[config.mk]
export PLATFORM = sky130hd
export DESIGN_NAME = mem_arbiter
export DESIGN_NICKNAME = d
export VERILOG_FILES = /design/src/rtl/mem_arbiter.sv
export SDC_FILE = /design/constraint.sdc
export NUM_CORES = 1
export LEC_CHECK = 0
export CAP_MARGIN = 5
export CORE_UTILIZATION = 40
export DETAILED_ROUTE_END_ITERATION = 7
export GPL_TIMING_DRIVEN = 1
export PLACE_DENSITY = 0.68
export REMOVE_ABC_BUFFERS = 1
export SLEW_MARGIN = 20
export SYNTH_ARGS = -nofsm -noshare
export SYNTH_HDL_FRONTEND = slang
export SYNTH_SLANG_ARGS = --single-unit
[constraint.sdc]
create_clock -name clk -period 2.3 [get_ports clk]
set_clock_uncertainty 0.05 [all_clocks]
set_input_delay 0.46 -clock clk [delete_from_list [all_inputs] [get_ports clk]]
set_output_delay 0.46 -clock clk [all_outputs]
set_load 0.01 [all_outputs]
[src/rtl/mem_arbiter.sv]
// Round-robin arbiter sharing a single-port unified memory between the
// CPU core (master 0) and a debug/DMA requester (master 1).
module mem_arbiter #(
  parameter int AW      = 16,
  parameter int DW      = 32,
  parameter int TIMEOUT = 255
) (
  input  logic          clk,
  input  logic          rst_n,
  input  logic          m0_rd_en,
  input  logic          m1_rd_en,
  input  logic          m0_wr_en,
  input  logic          m1_wr_en,
  input  logic [AW-1:0] m0_addr,
  input  logic [AW-1:0] m1_addr,
  input  logic [DW-1:0] m0_wr_data,
  input  logic [DW-1:0] m1_wr_data,
  output logic [DW-1:0] m0_rd_data,
  output logic [DW-1:0] m1_rd_data,
  output logic          m0_rd_valid,
  output logic          m1_rd_valid,
  output logic          m0_busy,
  output logic          m1_busy,
  output logic          mem_rd_en,
  output logic          mem_wr_en,
  output logic [AW-1:0] mem_addr,
  output logic [DW-1:0] mem_wr_data,
  input  logic [DW-1:0] mem_rd_data,
  input  logic          mem_rd_valid,
  output logic          err_overrun,
  output logic          err_timeout
);

  localparam int CW = $clog2(TIMEOUT + 1);

  typedef enum logic {
    IDLE,
    RD_WAIT
  } state_e;

  state_e state_q, state_d;
  logic last_q, last_d;
  logic gnt_q, gnt_d;
  logic [CW-1:0] cnt_q, cnt_d;

  logic [1:0] pv_q, pv_d;
  logic [1:0] pw_q, pw_d;
  logic [AW-1:0] pa_q [2];
  logic [AW-1:0] pa_d [2];
  logic [DW-1:0] pd_q [2];
  logic [DW-1:0] pd_d [2];

  logic [DW-1:0] rdd_q [2];
  logic [DW-1:0] rdd_d [2];
  logic [1:0] rdv_q, rdv_d;

  logic mem_rd_en_q, mem_rd_en_d;
  logic mem_wr_en_q, mem_wr_en_d;
  logic [AW-1:0] mem_addr_q, mem_addr_d;
  logic [DW-1:0] mem_wr_data_q, mem_wr_data_d;
  logic err_ov_q, err_ov_d;
  logic err_to_q, err_to_d;

  logic [1:0] in_rd, in_wr;
  logic [AW-1:0] in_addr [2];
  logic [DW-1:0] in_data [2];
  logic [1:0] free;
  logic g;

  assign in_rd      = {m1_rd_en, m0_rd_en};
  assign in_wr      = {m1_wr_en, m0_wr_en};
  assign in_addr[0] = m0_addr;
  assign in_addr[1] = m1_addr;
  assign in_data[0] = m0_wr_data;
  assign in_data[1] = m1_wr_data;

  always_comb begin
    state_d       = state_q;
    last_d        = last_q;
    gnt_d         = gnt_q;
    cnt_d         = cnt_q;
    pv_d          = pv_q;
    pw_d          = pw_q;
    pa_d          = pa_q;
    pd_d          = pd_q;
    rdd_d         = rdd_q;
    rdv_d         = '0;
    mem_rd_en_d   = 1'b0;
    mem_wr_en_d   = 1'b0;
    mem_addr_d    = mem_addr_q;
    mem_wr_data_d = mem_wr_data_q;
    err_ov_d      = 1'b0;
    err_to_d      = 1'b0;
    free          = '0;
    g             = 1'b0;

    unique case (state_q)
      IDLE: begin
        if (|pv_q) begin
          // On a tie the master that did not win last time goes first
          g          = (pv_q == 2'b11) ? ~last_q : pv_q[1];
          last_d     = g;
          mem_addr_d = pa_q[g];
          if (pw_q[g]) begin
            mem_wr_en_d   = 1'b1;
            mem_wr_data_d = pd_q[g];
            free[g]       = 1'b1;
          end else begin
            mem_rd_en_d = 1'b1;
            gnt_d       = g;
            cnt_d       = '0;
            state_d     = RD_WAIT;
          end
        end
      end
      RD_WAIT: begin
        if (mem_rd_valid) begin
          rdd_d[gnt_q] = mem_rd_data;
          rdv_d[gnt_q] = 1'b1;
          free[gnt_q]  = 1'b1;
          state_d      = IDLE;
        end else if (cnt_q == CW'(TIMEOUT)) begin
          rdd_d[gnt_q] = '0;
          rdv_d[gnt_q] = 1'b1;
          err_to_d     = 1'b1;
          free[gnt_q]  = 1'b1;
          state_d      = IDLE;
        end else begin
          cnt_d = cnt_q + CW'(1);
        end
      end
      default: state_d = IDLE;
    endcase

    // A slot freed on this edge can take a new strobe on the same edge
    for (int i = 0; i < 2; i++) begin
      if (free[i]) pv_d[i] = 1'b0;
      if (in_rd[i] || in_wr[i]) begin
        if (!pv_q[i] || free[i]) begin
          pv_d[i] = 1'b1;
          pw_d[i] = in_wr[i];
          pa_d[i] = in_addr[i];
          pd_d[i] = in_data[i];
        end else begin
          err_ov_d = 1'b1;
        end
      end
    end
  end

  always_ff @(posedge clk or negedge rst_n) begin
    if (!rst_n) begin
      state_q       <= IDLE;
      last_q        <= 1'b1;
      gnt_q         <= 1'b0;
      cnt_q         <= '0;
      pv_q          <= '0;
      pw_q          <= '0;
      pa_q          <= '{default: '0};
      pd_q          <= '{default: '0};
      rdd_q         <= '{default: '0};
      rdv_q         <= '0;
      mem_rd_en_q   <= 1'b0;
      mem_wr_en_q   <= 1'b0;
      mem_addr_q    <= '0;
      mem_wr_data_q <= '0;
      err_ov_q      <= 1'b0;
      err_to_q      <= 1'b0;
    end else begin
      state_q       <= state_d;
      last_q        <= last_d;
      gnt_q         <= gnt_d;
      cnt_q         <= cnt_d;
      pv_q          <= pv_d;
      pw_q          <= pw_d;
      pa_q          <= pa_d;
      pd_q          <= pd_d;
      rdd_q         <= rdd_d;
      rdv_q         <= rdv_d;
      mem_rd_en_q   <= mem_rd_en_d;
      mem_wr_en_q   <= mem_wr_en_d;
      mem_addr_q    <= mem_addr_d;
      mem_wr_data_q <= mem_wr_data_d;
      err_ov_q      <= err_ov_d;
      err_to_q      <= err_to_d;
    end
  end

  assign m0_rd_data  = rdd_q[0];
  assign m1_rd_data  = rdd_q[1];
  assign m0_rd_valid = rdv_q[0];
  assign m1_rd_valid = rdv_q[1];
  assign m0_busy     = pv_q[0];
  assign m1_busy     = pv_q[1];
  assign mem_rd_en   = mem_rd_en_q;
  assign mem_wr_en   = mem_wr_en_q;
  assign mem_addr    = mem_addr_q;
  assign mem_wr_data = mem_wr_data_q;
  assign err_overrun = err_ov_q;
  assign err_timeout = err_to_q;

endmodule

# == Yosys cells after proc, flatten, opt, wreduce, memory -nomap -nowiden ==
# Cells that the tools add are included.
# op_classes
add_sub_neg,1
n_lt_le_gt_ge,7
eq_ne,6
n_mux,51
bitwise_logic,7
reduce_logical,18
# op_table
operator,count
32-bit two-way mux,4
64-bit two-way mux,2
64-bit bitwise AND,1
64-bit bitwise mux,1
64-bit NOT,1
16-bit two-way mux,3
32-bit demux with 1-bit select,1
8-bit two-way mux,4
1-bit two-way mux,26
8-bit case mux with 2 select lines,1
2-bit two-way mux,5
"8-bit by 1-bit adder with 8-bit output, second input constant",1
"8-bit == test, second input constant",1
"2-bit inequality test, second input constant",4
2-bit AND reduction,4
3-bit AND reduction,2
"2-bit greater-or-equal comparator, second input constant",2
1-bit logical OR,4
"1-bit by 2-bit less-than comparator with 1-bit output, second input constant",2
1-bit NOT with 2-bit output,2
2-bit case mux with 2 select lines,1
4-bit AND reduction,1
1-bit logical AND,3
1-bit NOT,3
other kinds (8),11
# totals
register_bits,229
in_bits,135

# == Logic depth before layout (Yosys ltp) ==
# Gate-level depths: netlist (run 1).
# logic_depth
depth_word,14
ltp_mapped,7

# == Worst setup path before layout (run 1) ==
# Ideal clock, no wire load.
# synth_path
path_kind,reg-to-reg
start,register cnt_q[0]
end,register rdd_q (netlist bit m1_rd_data[10])
setup_ns,0.125
arrival_time_ns,1.766
required_time_ns,2.125
path_slack_ns,0.359
path_stages_with_launch,8
path_buffers,1
period_less_slack_ns,1.941
cell_sequence,dfrtp_1 -> ha_1 -> and4_4 -> a22oi_2 -> nand2b_4 -> inv_4 -> buf_6 -> mux2_4
# synth_between
elab_chain_cells,3
# synth_rtl
element,line,rtl
"start, declared",44,"logic [CW-1:0] cnt_q, cnt_d;"
"start signal, assigned",173,cnt_q <= cnt_d;
8-bit == test,122,end else if (cnt_q == CW'(TIMEOUT)) begin
2-bit nonzero test (no source line),--,
2-bit AND reduction (no source line),--,
"end signal, assigned",178,rdd_q <= rdd_d;
"end, declared",53,logic [DW-1:0] rdd_q [2];
# Every way passes these cells.
# A chain may end at the register's enable or synchronous reset.

# == Worst setup path after layout (run 1) ==
# layout_path
start,register cnt_q[0]
end,register pa_q[19] (netlist name)
# layout_between
elab_chain_cells,6
# layout_rtl
element,line,rtl
8-bit == test,122,
2-bit two-way mux,122,
2-bit two-way mux,117,if (mem_rd_valid) begin
2-bit case mux with 2 select lines,97,unique case (state_q)
1-bit logical OR,139,if (!pv_q[i] || free[i]) begin
2-bit AND reduction (no source line),--,
"end signal, assigned",176,pa_q <= pa_d;
"end, declared",48,logic [AW-1:0] pa_q [2];
# Every way passes these cells.

==> results of run 1 <==
==> cell type report <==
class                   count  area [µm²]
clock buffers              37       730.7
clock inverters             6       47.55
fillers                  2025       10070
inverters                  10       40.04
multi-input cells         394        3745
flip-flops and latches    229        5732
well taps                 319       399.1
repair buffers            283        2918
==> routing by layer <==
layer  global-route usage (%)  share of wire, %  vias up
met5                        0                 0        -
met4                    6.136               3.0        0
met3                    3.723               5.2       43
met2                    29.87                47      178
met1                    25.88                45     3132
li1                         -                 -     2917
==> state kept, by name, indices dropped and copies added, names as in the netlist, 2 cells and up <==
name         flops
mem_wr_data     32
pw_q             2
m1_rd_data      32
cnt_q            8
pv_q             2
pa_q            32
mem_addr        16
pd_q            64
rdv_q            2
m0_rd_data      32
==> kinds of logic (layout without fill, tap and decap cells) <==
group	count (synthesis)	count (layout)	share of synthesized area, %
DFF	229	229	58.89
xor gates and xnor gates	3	3	0.2700
muxes	229	229	28.53
buffers and inverters	45	336	2.905
adders and majority gates	1	1	0.1285
AOI/OAI and AO/OA	64	64	3.946
and+or+nand+nor	97	97	5.335
==> critical path, stage by stage (launching register included) <==
cell and delay (ns):
dfrtp_1 0.44, ha_1 0.21, and4_4 0.25, a22oi_2 0.05
buf_4 0.17, o22ai_4 0.25, buf_4 0.29, mux2_4 0.32
==> final timing paths <==
path | endpoint | start | slack, ns
max | pa_q[19]$_DFFE_PN0P_ | cnt_q[0]$_DFFE_PN0P_ | 0.16
min | m1_rd_data[9]$_DFFE_PN0P_ | rst_n | 0.40
max reg2reg | pa_q[19]$_DFFE_PN0P_ | cnt_q[0]$_DFFE_PN0P_ | 0.16
min reg2reg | mem_addr[11]$_DFFE_PN0P_ | mem_addr[11]$_DFFE_PN0P_ | 0.43
max in group asynchronous | mem_wr_data[17]$_DFFE_PN0P_ | rst_n | 1.11
min in group clk | mem_addr[11]$_DFFE_PN0P_ | mem_addr[11]$_DFFE_PN0P_ | 0.43
==> repair_timing <==
action / in CTS / in global routing
endpoints found under the setup margin: 0 / 0
hold buffers: 1 / 0
hold endpoints to repair: 50 / 0
==> power by group <==
part	switching [W]	internal, W	total, W
combinational	0.00346	0.00539	0.00886
clock	0.00160	0.00220	0.00380
sequential	0.00104	0.00599	0.00704
total	0.00611	0.0136	0.0197
==> metrics by stage <==
stage	cells	setup WS (ns)	power [W]
after global placement	1234	0.01343	0.01584
after global routing	1278	0.06457	0.02089
after CTS	1278	0.1439	0.01994
after floorplan	633	-1.017	0.01213
final	1278	0.1591	0.01969
after detailed placement	1234	0.02688	0.01604
==> placed cells by master, fill, tap and decap left out, types with 8 or more instances in the layout <==
master           count
buf_4               16
inv_1                8
dfrtp_1            228
nor2_1               8
mux2_2             142
nand4_1             10
buf_12              12
mux2_4              59
nand2_1             37
mux2_1               9
o21ai_0             45
and2_1              25
mux2i_1             19
clkdlybuf4s50_1    253
clkbuf_16           25
==> impl_results.md, run 1 <==
- Via density: 4.906
- Synthesis-to-finish area growth: 39.85%
- Worst-path fanout max: 9
- Fin crit period: 2.141 ns
- Critical setup path kind: reg -> reg
- Share of layout cells above drive strength 1: 29.09%
- Syn Inst Count: 668
- Worst rel slew slack: 70.94%
- Worst skew pair latency: 0.53 ns
- Top cells by count, synth: dfrtp_1 (228), mux2_2 (142), mux2_4 (59)
- Synth warn: 0
- CTS Sinks: 229
- Vias in the first global route: 6625
- Initial antenna violation count: 0
- Fmax: 467.1 MHz
- Placer Congestion: 0.7952
- Die area: 24960 µm²
- Die X: 158.0 µm
- Core area: 23680 µm²
- Share of flip-flops with an asynchronous set or reset: 100.0%
- Endpoint class of the critical path: flop
- Max-cap viol count: 0
- Post-route cell area: 13610 µm²
- Leak pwr: 5.863 nW
- Hold Fails Final Rpt: 0
- Std cell rows: 56
- Port Buffers: 254
- Max Slew Vio Count: 0
- Distinct cell type count after synthesis: 45
- Seq/Total Area, Yosys: 58.89%
- PostCTS Resize Cnt: 0
- H-tree depth: 1
- Pwr per Cell Area: 1447 nW/µm²
- Top cell type's share of synthesized area: 58.62%
- Worst-path clk slew: 0.06 ns
- Worst-margin pin slew: 0.4313 ns
- Mean Syn Cell Area: 14.57 µm²
- Total GRT Usage: 18.83%
- Via count: 6270
- Run status: finished clean
- Post-synth EDFFs: 0
- Worst path required time: 2.66 ns
- Final core utilization: 57.48%
- CP Launch Type: flop
- GR Overflow Total: 0
- Hold WC Path Type: in -> async
- Post-Route Setup TNS: 0 ns
- ANT cells: 0
- Synth top area cells: dfrtp_1 (59%), mux2_2 (16%), mux2_4 (9.1%)
- Final setup vio count: 0
- Largest net degree at the start of global routing: 64
- Root Buffer: clkbuf_16
- Router iterations before antenna repair: 4
- First-pass GRT wire length: 36.61 mm
- Routed wire per std cell: 18.13 µm
- CTS tree: yes
- DRT antenna net count: 0
- Worst VDD drop: 0.7100 mV
- DP Area: 12820 µm²
- Synth area leader: dfrtp_1
- Post-CTS setup buffer count: 0
- Clock Path Buffers: 3
- Unrepaired setup endpoints after global routing: false
- CTS Buf Count: 25
- WL final: 23.17 mm
- Hold WS: 0.4025 ns
- Yosys reg bits: 229
- Starting Density: 41.10%
- Top FF cell, synth: dfrtp_1
- Dpl hpwl: 15.99 mm
- Layout Nets: 1079
- Io pins: 255
- Residual DRC: 0
- Starting DRT DRC Count: 219
- Cell Area, Synth: 9733 µm²
- CP arrival: 2.50 ns
- Die Span Y: 158.0 µm
- Fin crit share: 93.08%
- Reg2Reg Depth: 7
- Count leader, synth: dfrtp_1
No activity file was read; power rests on OpenSTA's default activity.
==> inputs of run 2 (changes only) <==
--- a/config.mk
+++ b/config.mk
@@ -8,9 +8,10 @@
 export CAP_MARGIN = 5
 export CORE_UTILIZATION = 40
 export DETAILED_ROUTE_END_ITERATION = 7
-export GPL_TIMING_DRIVEN = 1
+export HOLD_SLACK_MARGIN = 0.15
 export PLACE_DENSITY = 0.68
 export REMOVE_ABC_BUFFERS = 1
+export SKIP_LAST_GASP = 1
 export SLEW_MARGIN = 20
 export SYNTH_ARGS = -nofsm -noshare
 export SYNTH_HDL_FRONTEND = slang
==> results of run 2 <==
The final DEF is identical to that of run 1; final timing and power are the same.
